**config.mk**
```make
export PLATFORM = sky130hd
export DESIGN_NAME = uart_rx
export DESIGN_NICKNAME = d
export VERILOG_FILES = /design/src/rtl/uart_rx.sv
export SDC_FILE = /design/constraint.sdc
export NUM_CORES = 1
export LEC_CHECK = 0
export ABC_AREA = 1
export CORE_MARGIN = 2
export CORE_UTILIZATION = 50
export CTS_CLUSTER_SIZE = 8
export DETAILED_ROUTE_END_ITERATION = 8
export HOLD_SLACK_MARGIN = 0.06
export PLACE_DENSITY = 0.69
export SLEW_MARGIN = 20
export SYNTH_ARGS = -nofsm -noshare
export SYNTH_HDL_FRONTEND = slang
export SYNTH_SLANG_ARGS = --single-unit
export TNS_END_PERCENT = 1
```
**constraint.sdc**
```tcl
create_clock -name clk -period 1.75 [get_ports clk]
set_clock_uncertainty 0.1 [all_clocks]
set_input_delay 0.175 -clock clk [delete_from_list [all_inputs] [get_ports clk]]
set_output_delay 0.175 -clock clk [all_outputs]
set_load 0.01 [all_outputs]
```
**src/rtl/uart_rx.sv**
```systemverilog
// ---------------------------------------------------------------------------
// uart_rx
//
// 8N1 serial receiver: 1 start bit, 8 data bits LSB first, 1 stop bit.
// Bit timing is t_rate clock cycles per bit, matching the transmitter.
// Includes a line synchroniser, false-start rejection and framing-error
// detection.
//
// Optional feature (macro UART_RX_MAJORITY_EN):
//   defined     - every sample point takes a 2-of-3 majority of rx_s at
//                 mid-1, mid and mid+1; the decision is made at mid+1, so
//                 every sample and output pulse happens one cycle later.
//                 Needs t_rate >= 4.
//   not defined - a single sample of rx_s at mid.
//
// Ports:
//   clk        in   system clock
//   Rst_rx     in   asynchronous active-low reset
//   Rs232_rx   in   asynchronous serial line, idle high
//   data       out  [7:0] last correctly framed byte, held until next good frame
//   done       out  one-cycle pulse, data valid from this cycle
//   frame_err  out  one-cycle pulse, stop bit sampled low
//   busy       out  high while a frame is in progress (state != IDLE)
// ---------------------------------------------------------------------------
module uart_rx #(
    parameter int t_rate = 5208
) (
    input  logic       clk,
    input  logic       Rst_rx,
    input  logic       Rs232_rx,
    output logic [7:0] data,
    output logic       done,
    output logic       frame_err,
    output logic       busy
);

    typedef enum logic [1:0] {
        IDLE,
        START,
        DATA,
        STOP
    } state_t;

`ifdef UART_RX_MAJORITY_EN
    localparam int MAJ_DELAY = 1;
`else
    localparam int MAJ_DELAY = 0;
`endif

    // The START decision lands on the half-bit point (plus one cycle when
    // majority voting needs the mid+1 sample). Every later sample is then
    // exactly one full bit after the previous one.
    localparam logic [15:0] HALF_LAST = 16'(t_rate / 2 - 1 + MAJ_DELAY);
    localparam logic [15:0] BIT_LAST  = 16'(t_rate - 1);

    state_t      state;
    logic [15:0] baud_cnt;
    logic [3:0]  bit_cnt;
    logic [7:0]  shift;

    logic sync_1;
    logic rx_s;
    logic rx_d;
    logic fall;
    logic sample;

`ifdef UART_RX_MAJORITY_EN
    logic rx_d2;
`endif

    // Two-flop synchroniser (sync_1 -> rx_s) plus a history flop (rx_d).
    // All reset to the idle-high level so reset never fakes a start edge.
    always_ff @(posedge clk or negedge Rst_rx) begin
        if (!Rst_rx) begin
            sync_1 <= 1'b1;
            rx_s   <= 1'b1;
            rx_d   <= 1'b1;
`ifdef UART_RX_MAJORITY_EN
            rx_d2  <= 1'b1;
`endif
        end else begin
            sync_1 <= Rs232_rx;
            rx_s   <= sync_1;
            rx_d   <= rx_s;
`ifdef UART_RX_MAJORITY_EN
            rx_d2  <= rx_d;
`endif
        end
    end

    // Only a high-to-low transition starts a frame; a line stuck low
    // produces no edge and therefore never restarts reception.
    assign fall = rx_d & ~rx_s;

`ifdef UART_RX_MAJORITY_EN
    // At mid+1: rx_s is mid+1, rx_d is mid, rx_d2 is mid-1.
    assign sample = (rx_s & rx_d) | (rx_s & rx_d2) | (rx_d & rx_d2);
`else
    assign sample = rx_s;
`endif

    always_ff @(posedge clk or negedge Rst_rx) begin
        if (!Rst_rx) begin
            state     <= IDLE;
            baud_cnt  <= 16'd0;
            bit_cnt   <= 4'd0;
            shift     <= 8'd0;
            data      <= 8'd0;
            done      <= 1'b0;
            frame_err <= 1'b0;
            busy      <= 1'b0;
        end else begin
            done      <= 1'b0;
            frame_err <= 1'b0;
            case (state)
                IDLE: begin
                    baud_cnt <= 16'd0;
                    bit_cnt  <= 4'd0;
                    if (fall) begin
                        state <= START;
                        busy  <= 1'b1;
                    end
                end

                // A line that is high again at mid start bit was a glitch.
                START: begin
                    if (baud_cnt == HALF_LAST) begin
                        baud_cnt <= 16'd0;
                        if (sample) begin
                            state <= IDLE;
                            busy  <= 1'b0;
                        end else begin
                            state <= DATA;
                        end
                    end else begin
                        baud_cnt <= baud_cnt + 16'd1;
                    end
                end

                DATA: begin
                    if (baud_cnt == BIT_LAST) begin
                        baud_cnt <= 16'd0;
                        shift    <= {sample, shift[7:1]};
                        if (bit_cnt == 4'd7) begin
                            bit_cnt <= 4'd0;
                            state   <= STOP;
                        end else begin
                            bit_cnt <= bit_cnt + 4'd1;
                        end
                    end else begin
                        baud_cnt <= baud_cnt + 16'd1;
                    end
                end

                // Leaving at mid stop bit gives half a bit of slack to
                // catch a back-to-back start edge.
                STOP: begin
                    if (baud_cnt == BIT_LAST) begin
                        baud_cnt <= 16'd0;
                        state    <= IDLE;
                        busy     <= 1'b0;
                        if (sample) begin
                            data <= shift;
                            done <= 1'b1;
                        end else begin
                            frame_err <= 1'b1;
                        end
                    end else begin
                        baud_cnt <= baud_cnt + 16'd1;
                    end
                end

                default: begin
                    state <= IDLE;
                    busy  <= 1'b0;
                end
            endcase
        end
    end

endmodule

```
Yosys cells after proc, flatten, opt, wreduce, memory -nomap -nowiden
Cells that the tools add are included.
- memory bits (read-only): 0
- bits in latches: 0
- RAM bits: 0
- input port bits: 3
- logic and storage cells: 60
- output and inout port bits: 11
- memories kept: 0
- bits in registers: 44
- muxes and demuxes: 24
- magnitude comparators: 0
- bitwise logic cells: 2
- reductions and logical operators: 9
- shifts and indexed selects: 0
- multiply operators: 0
- div/mod/pow operators: 0
- equal/unequal tests: 12
- add/sub/neg operators: 2
- operator list (operator ; count):
    one-hot mux 16 bit (3 select lines) ; 1
    two-way mux 16 bit ; 2
    adder 16 x 1 -> 16 bit (second input constant) ; 1
    == test 16 x 12 -> 1 bit (second input constant) ; 1
    == test 16 x 13 -> 1 bit (second input constant) ; 1
    two-way mux 2 bit ; 6
    inequality test 2 bit (second input constant) ; 6
    two-way mux 1 bit ; 10
    AND reduction 5 bit ; 2
    two-way mux 4 bit ; 2
    one-hot mux 2 bit (4 select lines) ; 1
    one-hot mux 4 bit (2 select lines) ; 1
    adder 4 x 1 -> 4 bit (second input constant) ; 1
    == test 2 bit (second input constant) ; 2
    == test 4 x 3 -> 1 bit (second input constant) ; 1
    AND reduction 2 bit ; 2
    one-hot mux 1 bit (3 select lines) ; 1
    AND reduction 3 bit ; 1
    nonzero test 3 bit ; 1
    == test 2 x 1 -> 1 bit (second input constant) ; 1
    zero test 2 bit ; 1
    nonzero test 2 bit ; 1
    OR reduction 2 bit ; 1
    AND 1 bit ; 1
    inverter 1 bit ; 1

Logic depth before layout (Yosys ltp)
- depth in word-level cells: 4
- gate-level depth with buffers: 11
- depth with buffers taken out: 11

Worst setup path before layout
No wires, ideal clock.
- path kind: flip-flop to flip-flop
- start: reg baud_cnt[0]
- end: reg data[6]
- data arrival time: 1.366 ns
- required time: 1.533 ns
- buffers on the path: 1
- path slack: 0.167 ns
- library setup time: 0.117 ns
- period minus slack after synthesis: 1.583 ns
- cell stages (with the launch flop): 12
- path through: dfrtp_1 -> ha_1 -> nand2_1 -> inv_2 -> nand2_1 -> nor2_2 -> nand2_4 -> inv_2 -> nand3_4 -> buf_6 -> nand2_2 -> o21ai_2
- longest elaborated chain between the ends: 2
- ends and longest elaborated chain (element ; line ; text):
    from (decl) ; 57 ; logic [15:0] baud_cnt;
    from (signal assigned) ; 136 ; baud_cnt <= baud_cnt + 16'd1;
    from (signal assigned) ; 151 ; baud_cnt <= baud_cnt + 16'd1;
    from (signal assigned) ; 169 ; baud_cnt <= baud_cnt + 16'd1;
    == test 16 x 13 -> 1 bit ; 158 ; if (baud_cnt == BIT_LAST) begin
    AND reduction 3 bit (no source line) ; n/a ;
    to (signal assigned) ; 163 ; data <= shift;
    to (decl) ; 31 ; output logic [7:0] data,
No other way between the ends.
A chain may end at the register's enable or synchronous reset.

Worst setup path in the final report
- start: reg baud_cnt[1]
- end: reg shift[3]
- longest elaborated chain between the ends: 2
- ends and longest elaborated chain (element ; line ; text):
    == test 16 x 13 -> 1 bit ; 141 ; if (baud_cnt == BIT_LAST) begin
    AND reduction 2 bit (no source line) ; n/a ;
    to (signal assigned) ; 143 ; shift <= {sample, shift[7:1]};
    to (decl) ; 59 ; logic [7:0] shift;
No other way between the ends.

==> impl_metrics.tcl <==
set metrics [dict create \
    nFillCells 347 \
    ys_warn_count 0 \
    critical-path-slowest-cell "dfrtp_1" \
    regArea_um2 1100 \
    antenna_found_initial 0 \
    synth_compound_area_share_pct 11.9 \
    async_reset_ff_share_pct 100 \
    insertion_delay_ps 300 \
    hp-class "input port to flip-flop" \
    setup_slack_ps 92.2 \
    max_stage_delay_ps 410 \
    cpMostUsedCell "nand2_4" \
    globalRouteOverflowTotal 0 \
    place_congestion 0.889 \
    cts_inserted_buffers 5 \
    hold_violations 0 \
    syn_area_per_cell_um2 8.51 \
    dpl_cell_area_um2 2350 \
    path_buf_inv 2 \
    syn_to_final_growth_pct 21.9 \
    postSynthCellCount 249 \
    cp.arrival_ps 1750 \
    core_um2 4030 \
    grt_pass1_vias 1557 \
    fp.dieW_um 69.1 \
    ys_types 32 \
    cp_cell_sequence "ha_4, nand2_4, inv_2, nand2_2, nor2_4, nand2_4, nor2_8, clkbuf_16, o21ai_0" \
    post-place-ws_ps 26.4 \
    yosys_most_used_dff "dfrtp_1" \
    cp.required_ps 1840 \
    report.final.slew_viol_count 0 \
    synth_edf_count 0 \
    p_leak_nw 1.23 \
    clockBufferDepth 2 \
    pwr_density_cell_nw_per_um2 919 \
    seq_area_frac_synth_pct 52.1 \
    synth_nets 254 \
    yosys.area_share.simple_pct 25.6 \
    fin_area_um2 2580 \
    path_clk_slew_ps 80 \
    synthMuxAreaShare_pct 0 \
    io_buffers 13 \
    drt_iter0_markers 171 \
    slew_headroom_pct 65.8 \
    antenna_cells 0 \
    multi_input_area_um2 923 \
    dp.final_hpwl_mm 2.80 \
    cp_max_fo 8 \
    power_mw 2.38 \
    fmax_ghz 0.603 \
    drt_first_pass_iters 4 \
    start_kind "flip-flop" \
    setup_viol 0 \
    clock-sinks 44 \
    final_core_util_pct 64.1 \
    nets 286 \
    wire_per_inst_um 12.8 \
    drive_gt1_share_pct 18.4 \
    cts_root_buffer "clkbuf_8" \
    synthXorXnorAreaFrac_pct 1.65 \
    ff2ff_setup_slack_ps 90 \
    cts_max_level 2 \
    postRouteAntennaNets 0 \
    drc 0 \
    num_io_pins 14 \
    routed-via-count 1697 \
    die-height_um 69.1 \
    vias_per_cell 5.11 \
    cp-end-kind "flip-flop" \
    synth_seq_cells 44 \
    syn_area_um2 2120 \
    peakVddDrop_uv 704 \
    post-route-period-util_pct 94.7 \
    path_delay_family "simple AND/OR/NAND/NOR gates" \
    worstSetupPathType "flip-flop to flip-flop" \
    grt_pass1_wl_mm 6.93 \
    dieArea_um2 4780 \
    wirelength_mm 4.25 \
    synth_top_family_by_area "simple AND/OR/NAND/NOR gates" \
    initial_core_util_pct 52.6 \
    rows 23 \
    status "completed" \
    synth_adder_area_share_pct 1.18 \
    grt_max_degree 25 \
    cap_viol_max_count 0 \
    tritoncts "yes" \
    period_minus_slack_ps 1660 \
    holdWs_ps 179 \
    grt_usage_pct 18.0 \
    tightest_slew_ps 513 \
]
synthesized netlist by cell type, types with 2 or more instances:
| master | instances | area [µm²] |
|---|---|---|
| inv_2 | 5 | 18.8 |
| nor3_1 | 4 | 20.0 |
| nand2_1 | 60 | 225 |
| nor2_1 | 23 | 86.3 |
| a21oi_1 | 10 | 50.1 |
| and3_1 | 2 | 12.5 |
| o21ai_1 | 3 | 15.0 |
| nand3_1 | 13 | 65.1 |
| o21ai_2 | 8 | 70.1 |
| nand2_2 | 3 | 18.8 |
| ha_1 | 2 | 25.0 |
| dfstp_2 | 3 | 78.8 |
| xor2_1 | 4 | 35.0 |
| nor2_2 | 4 | 25.0 |
| nand4_1 | 3 | 18.8 |
| inv_1 | 33 | 124 |
| o21ai_0 | 14 | 70.1 |
| dfrtp_1 | 41 | 1030 |
cell usage in the layout, fill, tap and decap left out, types with 2 or more instances in the layout:
cell and instances:
and3_1 2, dfstp_2 3, a21oi_1 10, inv_4 2
xor2_1 4, nor2_4 2, nor3_1 4, inv_1 33
dfrtp_1 41, nor2_1 21, nand3_1 13, nand3_4 2
nand2_1 58, o21ai_2 8, clkbuf_8 5, nand2_4 3
inv_2 3, nand4_1 3, o21ai_1 8, buf_4 8
nor2_2 4, nand2_2 3, o21ai_0 9, buf_12 2
clkdlybuf4s50_1 12
kinds of logic after synthesis:
group	Yosys count
AOI/OAI and AO/OA	41
adders and majority gates	2
and+or+nand+nor	118
buffers and inverters	40
xor gates and xnor gates	4
DFF	44
layer usage:
| layer | vias up | global-route usage [%] | share of wire [%] |
|---|---|---|---|
| met5 | - | 0 | 0 |
| met4 | 0 | 9.59 | 1.9 |
| met3 | 8 | 3.65 | 3.8 |
| met2 | 36 | 26.7 | 46 |
| met1 | 790 | 25.0 | 48 |
| li1 | 863 | - | - |
where the power goes:
part / switching, mW / total, mW / leakage [nW] / internal [mW]
clock: 0.340 / 0.619 / 0.0412 / 0.279
combinational: 0.360 / 0.585 / 0.597 / 0.225
sequential: 0.0816 / 1.17 / 0.596 / 1.09
total: 0.782 / 2.38 / 1.23 / 1.59
worst paths after layout:
check	startpoint	end	cells past startpoint
min reg2reg	sync_1	rx_s	0
max in group asynchronous	Rst_rx	baud_cnt[10]	3
max reg2reg	baud_cnt[1]	shift[3]	9
max	baud_cnt[1]	shift[3]	9
min	Rs232_rx	sync_1	1
min in group asynchronous	Rst_rx	data[2]	2
layout make-up:
cell class	count	share of cell area, %
flip-flops and latches	44	42.8
multi-input cells	167	35.7
repair buffers	25	10.1
inverters	38	5.71
clock buffers	6	2.81
well taps	50	2.42
clock inverters	2	0.484
registers in the layout (all words and copies together), names as in the netlist, named ones only:
| register | count |
|---|---|
| bit_cnt | 4 |
| data | 8 |
| state | 1 |
| rx_s | 1 |
| done | 1 |
| sync_1 | 1 |
| rx_d | 1 |
| frame_err | 1 |
| shift | 8 |
| baud_cnt | 16 |
| busy | 1 |
metrics by stage:
| stage | std cells | setup TNS (ps) |
|---|---|---|
| final | 332 | 0 |
| after detailed placement | 315 | 0 |
| after CTS | 324 | 0 |
| after global placement | 315 | 0 |
| after global routing | 332 | -73.3 |
| after floorplan | 249 | 0 |
what timing repair did:
action / 4_1_cts / 5_1_grt
buffers inserted: 0 / 5
hold buffers: 1 / 0
endpoints found under the hold margin: 17 / 0
resized for setup: 0 / 18
endpoints found under the setup margin: 0 / 32
Note: power is estimated with default switching activity, not from simulation.
==> RTL change 1: new RTL, same flow settings <==
The option `UART_RX_MAJORITY_EN` is turned on by a define.
--- a/src/rtl/uart_rx.sv
+++ b/src/rtl/uart_rx.sv
@@ -22,6 +22,8 @@
 //   frame_err  out  one-cycle pulse, stop bit sampled low
 //   busy       out  high while a frame is in progress (state != IDLE)
 // ---------------------------------------------------------------------------
+`define UART_RX_MAJORITY_EN
+
 module uart_rx #(
     parameter int t_rate = 5208
 ) (
Formal check against the unedited RTL: no difference found for any inputs over 10 cycles, from zero or initial values and one cycle with Rst_rx low; that may be too few to reach the edited logic, so the function may still have changed.
==> RTL change 1 against the unedited design <==
Design area increased by 0.48%. Combinational power increased by 6.2%. Power increased by 6.3%. Worst hold slack improved by 0.0020 ns. Wire length decreased by 1.3%. Core utilization decreased by 3.7 points. Setup slack got worse by 0.081 ns. Synthesized cell count increased by 4.8%. Sequential cell count increased by 1. Area after synthesis increased by 4.3%. Clock power increased by 15%.
==> RTL change 1: results (changes against the unedited design) <==
* Status: finished clean
* Pin count of the biggest net entering global routing at 46 (+84%)
* DP HPWL at 2.93 mm (+4.7%)
* Final period utilization at 99.4% (+4.6 points)
* Drt first pass iters at 4 (unchanged)
* Final nets at 295 (+3.1%)
* First-pass GRT wire length at 7.27 mm (+4.9%)
* Layout cell share with drive strength beyond 1 at 19.7% (+1.2 points)
* Critical path data arrival time at 1.84 ns (+0.09 ns)
* Crit path max fanout at 8 (unchanged)
* Internal Power at 0.00171 W (+7.3%)
* Vias in the first global route at 1640 (+5.3%)
* Setup slack at placement at -0.0149 ns (-0.0413 ns)
* Final Wtd Congestion at 0.908 (+2.2%)
* Fillers at 387 (+12%)
* Cells taking the most area after synthesis: dfrtp_1 46%, nand2_1 11%, inv_1 5.3%
* Slew @ Worst Pin at 0.567 ns (+0.0543 ns)
* Placed cell area at 0.00241 mm^2 (+2.4%)
* RR Startpoint: baud_cnt[0]
* Leak pwr at 1.23 nW (-0.32%)
* Top FF cell, synth: dfrtp_1
* Ys async rst share at 100% (unchanged)
* Global-route total usage across every layer at 18.5% (+0.43 points)
* Smallest hold slack at 0.181 ns (+0.00197 ns)
* R2r setup slk at 0.01 ns (-0.08 ns)
* Clk buf depth at 2 (unchanged)
* N_diodes at 0 (unchanged)
* Commonest cells in the synthesized netlist: 63 x nand2_1, 41 x dfrtp_1, 31 x inv_1
* Register-to-Register Path Depth at 10 (+1)
* H-Tree Depth at 2 (unchanged)
* Yosys cell types at 33 (+3.1%)
* Routed vias at 1720 (+1.4%)
* Sequential area share after synthesis at 51.2% (-0.96 points)
* HP Class: in -> reg
* Endpoints failing hold at 0 (unchanged)
* Root Driver: clkbuf_8
* 1st-iter DRT viols at 129 (-25%)
* R2R Path End: data[6]
* DRT Wirelength at 4.19 mm (-1.3%)
* Post-Synthesis Net Count at 267 (+5.1%)
* PortBufs at 13 (unchanged)
* Peak VDD IR at 611 uV (-13%)
RTL change 1: worst max path at each step:
stage                 from            to  cells after the start
5_1_grt        baud_cnt[0]       data[6]                     10
6_report       baud_cnt[0]       data[6]                     10
2_1_floorplan  baud_cnt[0]   baud_cnt[2]                     10
3_5_place_dp   baud_cnt[0]   baud_cnt[8]                     10
4_1_cts        baud_cnt[0]   baud_cnt[8]                     10
3_3_place_gp   baud_cnt[0]  baud_cnt[12]                     10
RTL change 1: metal layers:
metal  GRT usage [%]  vias to the layer above  wire, um
met5               0                        -         0
met4            8.33                        0        96
met3            4.76                        7       184
met2            27.9                       30      1910
met1            25.0                      787      2000
li1                -                      896         -
RTL change 1: final cells by class:
class | instances | area [um^2] | area share [%]
clock buffer | 7 | 96.3 | 3.71
clock inverter | 1 | 8.76 | 0.337
inverter | 37 | 141 | 5.45
multi-input combinational | 177 | 951 | 36.6
sequential | 45 | 1130 | 43.6
tap | 52 | 65.1 | 2.51
timing repair buffer | 23 | 203 | 7.81
RTL change 1: cell families after synthesis:
family / share of synthesized area (%)
flops: 51.2
simple gates: 27.6
xor+xnor: 0.792
fa+ha+maj: 1.70
compound gates: 11.1
buf+inv: 7.64
RTL change 1: what timing repair did:
item / in CTS / in global routing
hold endpoints to repair: 41 / 0
hold buffers: 1 / 0
gates resized for setup: 1 / 8
endpoints found under the setup margin: 5 / 34
setup buffers: 0 / 4
pin swaps: 0 / 5
gates cloned: 0 / 1
RTL change 1: through the flow:
stage,util (%),cells
after floorplan,-,261
after global placement,56.1,328
after detailed placement,56.1,328
after CTS,58.9,337
after global routing,60.5,342
final,60.5,342
RTL change 1: critical path: stages, from the launching register on:
cell and delay, ns:
dfrtp_1 0.40, ha_2 0.21, nand2_2 0.07, inv_2 0.06, nand2_2 0.05, nor2_4 0.11, nand2_4 0.11, nor2_4 0.23
nand2_4 0.13, nand2_2 0.10, o21ai_2 0.05
RTL change 1: power by group through the flow:
stage | Sequential [W] | Clock (W) | Combinational [W]
floorplan | 0.00121 | 0 | 0.000445
global placement | 0.00121 | 0 | 0.000565
detailed placement | 0.00121 | 0 | 0.000569
CTS | 0.00119 | 0.000743 | 0.000585
global route | 0.00121 | 0.000780 | 0.000734
finish | 0.00119 | 0.000711 | 0.000621
==> RTL change 2: new RTL, config.mk and constraints unchanged <==
Made on the original files. Re-encode `state_t` (4 states) as one-hot, 4 bits wide.
--- a/src/rtl/uart_rx.sv
+++ b/src/rtl/uart_rx.sv
@@ -34,11 +34,11 @@
     output logic       busy
 );
 
-    typedef enum logic [1:0] {
-        IDLE,
-        START,
-        DATA,
-        STOP
+    typedef enum logic [3:0] {
+        IDLE  = 4'b0001,
+        START = 4'b0010,
+        DATA  = 4'b0100,
+        STOP  = 4'b1000
     } state_t;
 
 `ifdef UART_RX_MAJORITY_EN
Function: same outputs for any inputs over 10 cycles, from zero or initial values and one cycle with Rst_rx low; not proved beyond that.
==> RTL change 2 against the unedited design <==
Design area is 5.8% higher. Wire length is 0.35% higher. Setup slack improved by 0.015 ns. Power grew 18%. Sequential cell count increased by 2. Core utilization is 2.2 points lower. Area after synthesis is 9.0% higher. Worst hold slack worse by 0.0051 ns. First-iteration DRC count decreased by 42%. Non-clock buffer count increased by 3. Global-route usage grew 1.1 points. Via count is 12% higher. Cell count rose by 13%. Critical path type unchanged.
==> RTL change 2: results (changes against the unedited design) <==
* Hold path endpoint: sync_1
* Final period utilization at 93.9% (-0.88 points)
* WL met3 at 168 um (+3.1%)
* CP endpoint: busy
* Synth Area in Compound Gates at 7.85% (-4.0 points)
* Met3 GRT Util at 3.33% (-0.32 points)
* Top Registers: baud_cnt x16, data x8, shift x8
* Antenna violations before repair at 0 (unchanged)
* Clock slew at reported path FFs at 0.09 ns
* Slew @ Worst Pin at 0.450 ns (-0.0626 ns)
* Peak VDD IR at 1270 uV (+80%)
* RR Startpoint: baud_cnt[1]
* Post-Synthesis Net Count at 294 (+16%)
* M1 WL at 2.24 mm (+9.1%)
* Critical path startpoint: baud_cnt[1]
* Routed vias at 1895 (+12%)
* M1 GR Usage at 27.8% (+2.9 points)
* Commonest cells in the synthesized netlist: 89 x nand2_1, 42 x dfrtp_1, 33 x nor2_1
* R2r setup slk at 0.11 ns (+0.02 ns)
* Critical path data arrival time at 1.74 ns
* Xor and xnor area share after synthesis at 3.03% (+1.4 points)
* Setup slack at placement at -0.0253 ns (-0.0517 ns)
* Placed cell area at 0.00260 mm^2 (+11%)
* Final nets at 326 (+14%)
* Placed cells at 365 (+16%)
* DP HPWL at 3.13 mm (+12%)
* Mapped Avg Cell Area at 7.99 um^2 (-6.1%)
* Register-to-Register Path Depth at 11 (+2)
* Vias per cell at 5.07 (-0.87%)
* N_diodes at 0 (unchanged)
* Global-route total usage across every layer at 19.1% (+1.1 points)
* Layout cell share with drive strength beyond 1 at 18.3% (-0.12 points)
* Final Wtd Congestion at 0.851 (-4.3%)
* Internal Power at 0.00181 W (+14%)
* Yosys cell types at 24 (-25%)
* Met2 track demand over resource at 29.5% (+2.8 points)
* Met2 WL at 1.80 mm (-7.6%)
* Sequential area share after synthesis at 50.1% (-2.1 points)
* Smallest hold slack at 0.174 ns (-0.00513 ns)
* Pin count of the biggest net entering global routing at 29 (+16%)
* Post-Synth Adder-Cell Area at 1.08% (-0.097 points)
* Vias in the first global route at 1816 (+17%)
* 1st-iter DRT viols at 100 (-42%)
* Cells taking the most area after synthesis: dfrtp_1 46%, nand2_1 14%, nor2_1 5.4%
* Crit path max fanout at 4 (-4)
* WL/cell at 11.4 um (-11%)
* First-pass GRT wire length at 7.90 mm (+14%)
* Status: finished clean
* Leak pwr at 1.29 nW (+4.8%)
## RTL change 2: cell count changes in the layout (fill, tap and decap cells not counted), sizes merged, moves of 2 or more
cell    before  now
nand3       16   25
inv         38   31
nor2        28   37
or2          0    4
nand3b       1    3
buf         11   15
a21oi       10    5
nor3         4    2
and3         2    0
nand2       64   95
clkbuf       7    5
xor2         4    7
## RTL change 2: worst max-delay path, stage by stage (launching register included)
cell	delay, ns
dfrtp_1	0.41
ha_4	0.16
nand2_2	0.07
inv_2	0.08
nand2_2	0.06
nor2_4	0.11
nand2_2	0.09
buf_4	0.16
nand2_2	0.08
nand3_1	0.10
nand2_1	0.07
nand2_1	0.04
## RTL change 2: kinds of logic (layout without fill, tap and decap cells)
logic type / count (synthesis) / after routing
DFF: 46 / 46
and+or+nand+nor: 169 / 169
xor gates and xnor gates: 8 / 8
adders and majority gates: 2 / 2
AOI/OAI and AO/OA: 31 / 31
buffers and inverters: 33 / 66
## RTL change 2: power groups by stage
stage | clock network (W) | logic (W) | registers (W)
2_1_floorplan | 0 | 0.000499 | 0.00125
4_1_cts | 0.000697 | 0.000873 | 0.00124
6_report | 0.000669 | 0.000880 | 0.00125
3_5_place_dp | 0 | 0.000860 | 0.00126
5_1_grt | 0.000728 | 0.00100 | 0.00126
3_3_place_gp | 0 | 0.000857 | 0.00125
## RTL change 2: timing repair
item                                   CTS  global route
setup endpoints to repair               10            36
endpoints found under the hold margin   15             0
pin swaps                                0             1
gates resized for setup                  3             7
hold buffers                             1             0
## RTL change 2: final cells by class
class | instances | area (um^2)
clock inverters | 3 | 25.0
inverters | 30 | 113
repair buffers | 28 | 265
clock buffers | 5 | 68.8
multi-input cells | 210 | 1040
fillers | 397 | 1680
well taps | 52 | 65.1
flip-flops and latches | 46 | 1160
